`config.mk`:
```
export PLATFORM = sky130hd
export DESIGN_NAME = alu_rr_arbiter
export DESIGN_NICKNAME = d
export VERILOG_FILES = /design/src/rtl/alu_rr_arbiter.sv
export SDC_FILE = /design/constraint.sdc
export NUM_CORES = 1
export LEC_CHECK = 0
export BUFFER_PORTS_ARGS = -buffer_cell sky130_fd_sc_hd__buf_2
export CORE_MARGIN = 1
export CORE_UTILIZATION = 38
export DETAILED_ROUTE_END_ITERATION = 7
export PLACE_DENSITY = 0.63
export REMOVE_ABC_BUFFERS = 1
export SYNTH_ARGS = -nofsm -noshare
export SYNTH_HDL_FRONTEND = slang
export SYNTH_SLANG_ARGS = --single-unit
```
`constraint.sdc`:
```
create_clock -name clk -period 1.4 [get_ports clk]
set_clock_uncertainty 0.05 [all_clocks]
set_input_delay 0.21 -clock clk [delete_from_list [all_inputs] [get_ports clk]]
set_output_delay 0.21 -clock clk [all_outputs]
set_load 0.005 [all_outputs]
```
`src/rtl/alu_rr_arbiter.sv`:
```
// Round-robin arbiter for the shared 4->1 ALU operand path.
// Grants are registered, capped at HOLD_MAX cycles, and every release is followed by an idle cycle.
module alu_rr_arbiter #(
   parameter int HOLD_MAX = 4
) (
   input  logic       clk,
   input  logic       rst_n,
   input  logic [3:0] req,
   output logic [3:0] gnt,
   output logic [1:0] sel,
   output logic       busy,
   output logic       o_dbg_state,
   output logic [1:0] o_dbg_ptr
);

   localparam int CW = $clog2(HOLD_MAX + 1);

   typedef enum logic {
      S_IDLE  = 1'b0,
      S_GRANT = 1'b1
   } state_t;

   state_t        r_state;
   logic [1:0]    r_ptr;
   logic [CW-1:0] r_cnt;
   logic [3:0]    r_gnt;
   logic [1:0]    r_sel;
   logic          r_busy;

   logic [1:0]    w_winner;
   logic [1:0]    w_idx;
   logic          w_found;
   logic          w_release;

   // First requester at or after ptr wins; ptr itself has the highest priority.
   always_comb begin
      w_winner = r_ptr;
      w_idx    = r_ptr;
      w_found  = 1'b0;
      for (int k = 0; k < 4; k++) begin
         w_idx = r_ptr + 2'(k);
         if (!w_found && req[w_idx]) begin
            w_winner = w_idx;
            w_found  = 1'b1;
         end
      end
   end

   assign w_release = !req[r_sel] || (r_cnt == CW'(HOLD_MAX));

   always_ff @(posedge clk or negedge rst_n) begin
      if (!rst_n) begin
         r_state <= S_IDLE;
         r_ptr   <= 2'd0;
         r_cnt   <= '0;
         r_gnt   <= 4'b0000;
         r_sel   <= 2'd0;
         r_busy  <= 1'b0;
      end else begin
         case (r_state)
            S_IDLE: begin
               if (w_found) begin
                  r_state <= S_GRANT;
                  r_gnt   <= 4'b0001 << w_winner;
                  r_sel   <= w_winner;
                  r_busy  <= 1'b1;
                  r_cnt   <= CW'(1);
               end
            end
            S_GRANT: begin
               // Release always passes through IDLE, so no back-to-back grant.
               if (w_release) begin
                  r_state <= S_IDLE;
                  r_gnt   <= 4'b0000;
                  r_busy  <= 1'b0;
                  r_ptr   <= r_sel + 2'd1;
                  r_cnt   <= '0;
               end else begin
                  r_cnt   <= r_cnt + CW'(1);
               end
            end
            default: begin
               r_state <= S_IDLE;
               r_gnt   <= 4'b0000;
               r_busy  <= 1'b0;
               r_cnt   <= '0;
            end
         endcase
      end
   end

   assign gnt         = r_gnt;
   assign sel         = r_sel;
   assign busy        = r_busy;
   assign o_dbg_state = r_state;
   assign o_dbg_ptr   = r_ptr;

endmodule

```
== Word level (Yosys, flattened, before mapping) ==
Cells that the tools add are included.

* Bits in registers: 13
* Bits in latches: 0
* RAM bits: 0
* Bits in read-only memories: 0
* Output and inout port bits: 10
* Logic and storage cells: 61
* Memories: 0

* Add/subtract/negate cells: 5
* Multipliers: 0
* Divide/modulo/power cells: 0
* $lt $le $gt $ge: 5
* Equal/unequal tests: 3
* Shift operators: 1
* Multiplexer cells: 29
* Bitwise gates (word level): 1
* Reductions and logical operators: 11

{| class="wikitable"
|+ Operators with widths
! kind !! count
|-
| < comparator 2 x 3 -> 1 bit (second input constant) || 5
|-
| 2-to-1 mux 1 bit || 13
|-
| binary-select mux 1 bit (select 2 bit) || 5
|-
| 2-to-1 mux 4 bit || 2
|-
| case mux 4 bit (2 select lines) || 1
|-
| 2-to-1 mux 2 bit || 3
|-
| 2-to-1 mux 3 bit || 2
|-
| case mux 3 bit (2 select lines) || 1
|-
| AND reduction 2 bit || 3
|-
| adder 2 x 1 -> 2 bit (second input constant) || 2
|-
| adder 2 bit (second input constant) || 2
|-
| zero test 1 bit || 4
|-
| case mux 1 bit (2 select lines) || 2
|-
| << shifter 1 x 2 -> 4 bit (first input constant) || 1
|-
| adder 3 x 1 -> 3 bit (second input constant) || 1
|-
| equality test 3 bit (second input constant) || 1
|-
| logical AND 1 bit || 3
|-
| != test 2 x 1 -> 1 bit (second input constant) || 1
|-
| != test 2 bit (second input constant) || 1
|-
| logical OR 1 bit || 1
|-
| inverter 1 bit || 1
|}

== Depth between registers and ports, before layout ==
* Depth after elaboration: 15
* Depth in mapped cells: 6
* Gate-level depth less buffers: 6

== Worst setup path before layout ==
No wires, ideal clock.

* Path kind: flip-flop to flip-flop
* From: register r_sel[0] (netlist: sel[0])
* To: register r_gnt[3] (netlist: gnt[3])
* Arrival time: 1412 ps
* Setup slack: -183 ps
* Stages on the path, launching flop included: 5
* Path buffers: 0
* Period minus slack after synthesis: 1583 ps
* Cell sequence: dfrtp_1 > mux4_2 > nand3_2 > o21ai_2 > a22o_1

* Longest elaborated chain between the ends: 6

{| class="wikitable"
|+ Ends and longest elaborated chain
! what !! RTL line !! text
|-
| start, declared || 27 || <nowiki>logic [1:0] r_sel;</nowiki>
|-
| start signal, assigned || 65 || <nowiki>r_sel <= w_winner;</nowiki>
|-
| binary-select mux 1 bit (select 2 bit) || 49 || <nowiki>assign w_release = !req[r_sel] || (r_cnt == CW'(HOLD_MAX));</nowiki>
|-
| 2-to-1 mux 1 bit (implied by the code) || 49 ||
|-
| zero test 1 bit || 49 ||
|-
| logical OR 1 bit || 49 ||
|-
| != test 2 x 1 -> 1 bit (no source line) || -- ||
|-
| AND reduction 2 bit (no source line) || -- ||
|-
| end signal, assigned || 64 || <nowiki>r_gnt <= 4'b0001 << w_winner;</nowiki>
|-
| end, declared || 26 || <nowiki>logic [3:0] r_gnt;</nowiki>
|}

Every way passes these cells. The select of a mux whose other input is x is not followed.
A chain may end at the register's enable or synchronous reset.

== Final worst setup path ==
* From: register r_sel[0] (netlist: sel[0])
* To: register r_cnt[0]

* Longest elaborated chain between the ends: 6

{| class="wikitable"
|+ Ends and longest elaborated chain
! what !! RTL line !! text
|-
| binary-select mux 1 bit (select 2 bit) || 49 ||
|-
| 2-to-1 mux 1 bit (implied by the code) || 49 ||
|-
| zero test 1 bit || 49 ||
|-
| logical OR 1 bit || 49 ||
|-
| 2-to-1 mux 3 bit || 72 || <nowiki>if (w_release) begin</nowiki>
|-
| case mux 3 bit (2 select lines) || 60 || <nowiki>case (r_state)</nowiki>
|-
| end signal, assigned || 79 || <nowiki>r_cnt <= r_cnt + CW'(1);</nowiki>
|-
| end, declared || 25 || <nowiki>logic [CW-1:0] r_cnt;</nowiki>
|}

Every way passes these cells. The select of a mux whose other input is x is not followed.

==> flow_metrics.py <==
metrics = {
    "setup_path": {
        "end_kind": "flop",
        "r2r_cells": 5,
        "path_cells": "mux4_2, nand3_4, buf_4, buf_4, o22ai_1",
        "cp-startpoint": "sel[0]",
        "r2r-start": "sel[0]",
        "cp-endpoint": "r_cnt[0]",
        "critical_path_class": "reg2reg",
        "critPathMaxStageDelay_ns": 0.58,
        "worst_r2r_endpoint": "r_cnt[0]",
        "cp_max_fo": 3,
        "crit_path_frequent_cell": "buf_4",
        "arrival_ns": 1.64,
        "worstPathRequired_ns": 1.52,
        "critPathLaunchType": "flop",
        "r2r_slack_ns": -0.12,
        "critPathSlowestCell": "mux4_2",
    },
    "pwr": {
        "p_sw_share_pct": 38.8,
        "fin_total_pwr_mw": 2.17,
        "power_frac_comb_pct": 57.8,
        "p_seq_share_pct": 31.2,
        "power_density_nw_per_um2": 2100,
        "leakagePower_nw": 0.504,
        "switchingPower_mw": 0.841,
        "ir_drop_mv": 1.13,
        "p_int_mw": 1.33,
        "clock_power_share_pct": 11.0,
    },
    "place": {
        "pre_cts_slack_ns": -0.151,
        "gp_congestion": 0.740,
        "dp.cells": 119,
        "port_buffers": 15,
        "dp_hpwl_um": 1190,
        "placed_area_um2": 918,
    },
    "clock_network": {
        "cts_tree": "yes",
        "cts_buffer_depth": 2,
        "htreeDepth": 1,
        "root_buffer": "clkbuf_4",
        "numCtsBuffers": 3,
        "worstSkewPairLatency_ns": 0.29,
        "clk_pin_slew_ns": 0.09,
        "clock-sinks": 13,
    },
    "final_layout": {
        "final_cells": 127,
        "utilization_pct": 59.9,
        "nets": 111,
        "syn_to_final_growth_pct": 46.4,
        "drive_gt1_share_pct": 51.0,
        "finalInstanceArea_um2": 1030,
        "n_antenna_cell": 0,
    },
    "detailed_routing": {
        "ant_nets": 0,
        "drc_errors": 0,
        "drt-vias-per-instance": 5.05,
        "drt_iter0_markers": 12,
        "routedWlPerCell_um": 13.7,
        "totalWireLength_um": 1730,
        "num_vias": 641,
        "firstDrtPassIters": 4,
    },
    "synth": {
        "ys_seq_area_share_pct": 46.0,
        "synth_cells": 65,
        "yosysWarnings": 0,
        "ys_ff_latch": 13,
        "syn_avg_cell_area_um2": 10.9,
        "synthesis.area_um2": 707,
        "synthDistinctLibCells": 31,
    },
    "sta": {
        "final.setup.tns_ns": -0.935,
        "hold_viol_final": 0,
        "fmax_ghz": 0.658,
        "timing.hold.ws_ns": 0.282,
        "tightest_slew_ns": 0.406,
        "period_share_pct": 109,
        "slew_viol_final": 0,
        "min_period_ns": 1.52,
        "fin_ws_ns": -0.120,
        "relSlewSlack_pct": 72.8,
        "rsz0062_at_grt": "true",
        "finalSetupViolations": 11,
    },
    "job": {
        "cap_violations": 0,
    },
    "floorplan": {
        "die-area_um2": 2040,
        "num_rows": 15,
        "die_h_um": 45.1,
        "initial_core_util_pct": 40.9,
        "io_pins": 16,
        "core_um2": 1730,
        "die_w_um": 45.1,
    },
    "global_routing": {
        "grt_max_degree": 14,
        "overflow": 0,
        "grt_antenna_before_repair": 0,
        "first_global_vias": 570,
        "track_usage_pct": 18.6,
        "grt_pass1_wl_um": 2570,
    },
    "run_status": {
        "violations": "setup timing",
        "status": "finished with violations",
    },
    "min_path": {
        "hp-class": "in2async",
    },
}
## timing repair
action	CTS	global route
pin swaps	3	1
endpoints found under the hold margin	13	0
hold buffers	1	0
endpoints found under the setup margin	9	13
resized for setup	6	6
setup buffers	1	2
## sequential cells by signal (all words and copies together), names as in the netlist
register	count
gnt	4
o_dbg_ptr	2
busy	1
o_dbg_state	1
sel	2
r_cnt	3
## logic make-up (layout without fill, tap and decap cells)
logic type	count (synthesis)	after routing	share of synthesized area, %
simple gates	24	24	21.1
compound gates	19	19	20.7
flops	13	13	46.0
buf+inv	4	41	2.12
fa+ha+maj	2	2	3.54
mux	2	2	5.31
xor+xnor	1	1	1.24
## layout make-up
class / count / area, um^2
clock buffer: 3 / 22.5
clock inverter: 1 / 5.00
fill: 163 / 692
inverter: 4 / 15.0
multi-input combinational: 48 / 418
sequential: 13 / 327
tap: 25 / 31.3
timing repair buffer: 33 / 216
## placed cells by master, fill, tap and decap left out, drive strengths merged, types with 2 or more instances in the layout
cell / instances
ha: 2
or4: 2
dfrtp: 13
inv: 4
a21oi: 3
nor2b: 3
nand2b: 5
nand2: 5
o21ai: 3
o2bb2ai: 3
o31ai: 2
clkbuf: 3
nor2: 5
o22ai: 2
buf: 32
## Yosys cell counts (all sizes together)
cell type	number	area (um^2)
nor2	5	18.8
mux2	1	15.0
inv	4	15.0
nand2	5	18.8
mux4	1	22.5
dfrtp	13	325
ha	2	25.0
xnor2	1	8.76
a21oi	3	15.0
nor3	1	5.00
nand3	1	10.0
nor4	1	6.26
o22ai	2	12.5
o2bb2ai	3	26.3
o32ai	1	8.76
or3	1	6.26
a32o	1	10.0
nor2b	3	26.3
o21ai	3	18.8
nand2b	5	38.8
o31ai	2	20.0
o21a	1	7.51
or4	2	18.8
a211oi	1	7.51
a22o	1	8.76
a21boi	1	11.3
## routing by layer
metal	global-route usage, %	share of wire (%)	wire, um	vias up
li1	-	-	-	315
met1	24.1	47	818	307
met2	27.8	47	820	15
met3	6.00	3.6	63	4
met4	9.09	1.8	31	0
met5	0	0	0	-
## critical path, delay by kind of cell (launching register included)
kind	cells	cell delay, ns
AND/OR/NAND/NOR	1	0.12
multiplexers	1	0.58
buffers and inverters	2	0.22
flip-flops	1	0.37
AO/OA/AOI/OAI	1	0.07
## how the worst min path moves through the flow
stage	from	to	slack [ns]	depth (start not counted)
floorplan	rst_n	busy	-0.14	0
global placement	rst_n	r_cnt[1]	0.06	1
detailed placement	rst_n	r_cnt[1]	0.06	1
CTS	rst_n	r_cnt[1]	0.28	2
global route	rst_n	r_cnt[0]	0.32	2
finish	rst_n	r_cnt[1]	0.28	2
## power by group through the flow
stage                     registers (mW)  logic (mW)  clock network (mW)
after floorplan                    0.716       0.524                   0
after global placement             0.669        1.00                   0
after detailed placement           0.676        1.02                   0
after CTS                          0.671        1.15               0.243
after global routing               0.700        1.36               0.257
final                              0.676        1.25               0.239
Note: power is estimated with default switching activity, not from simulation.
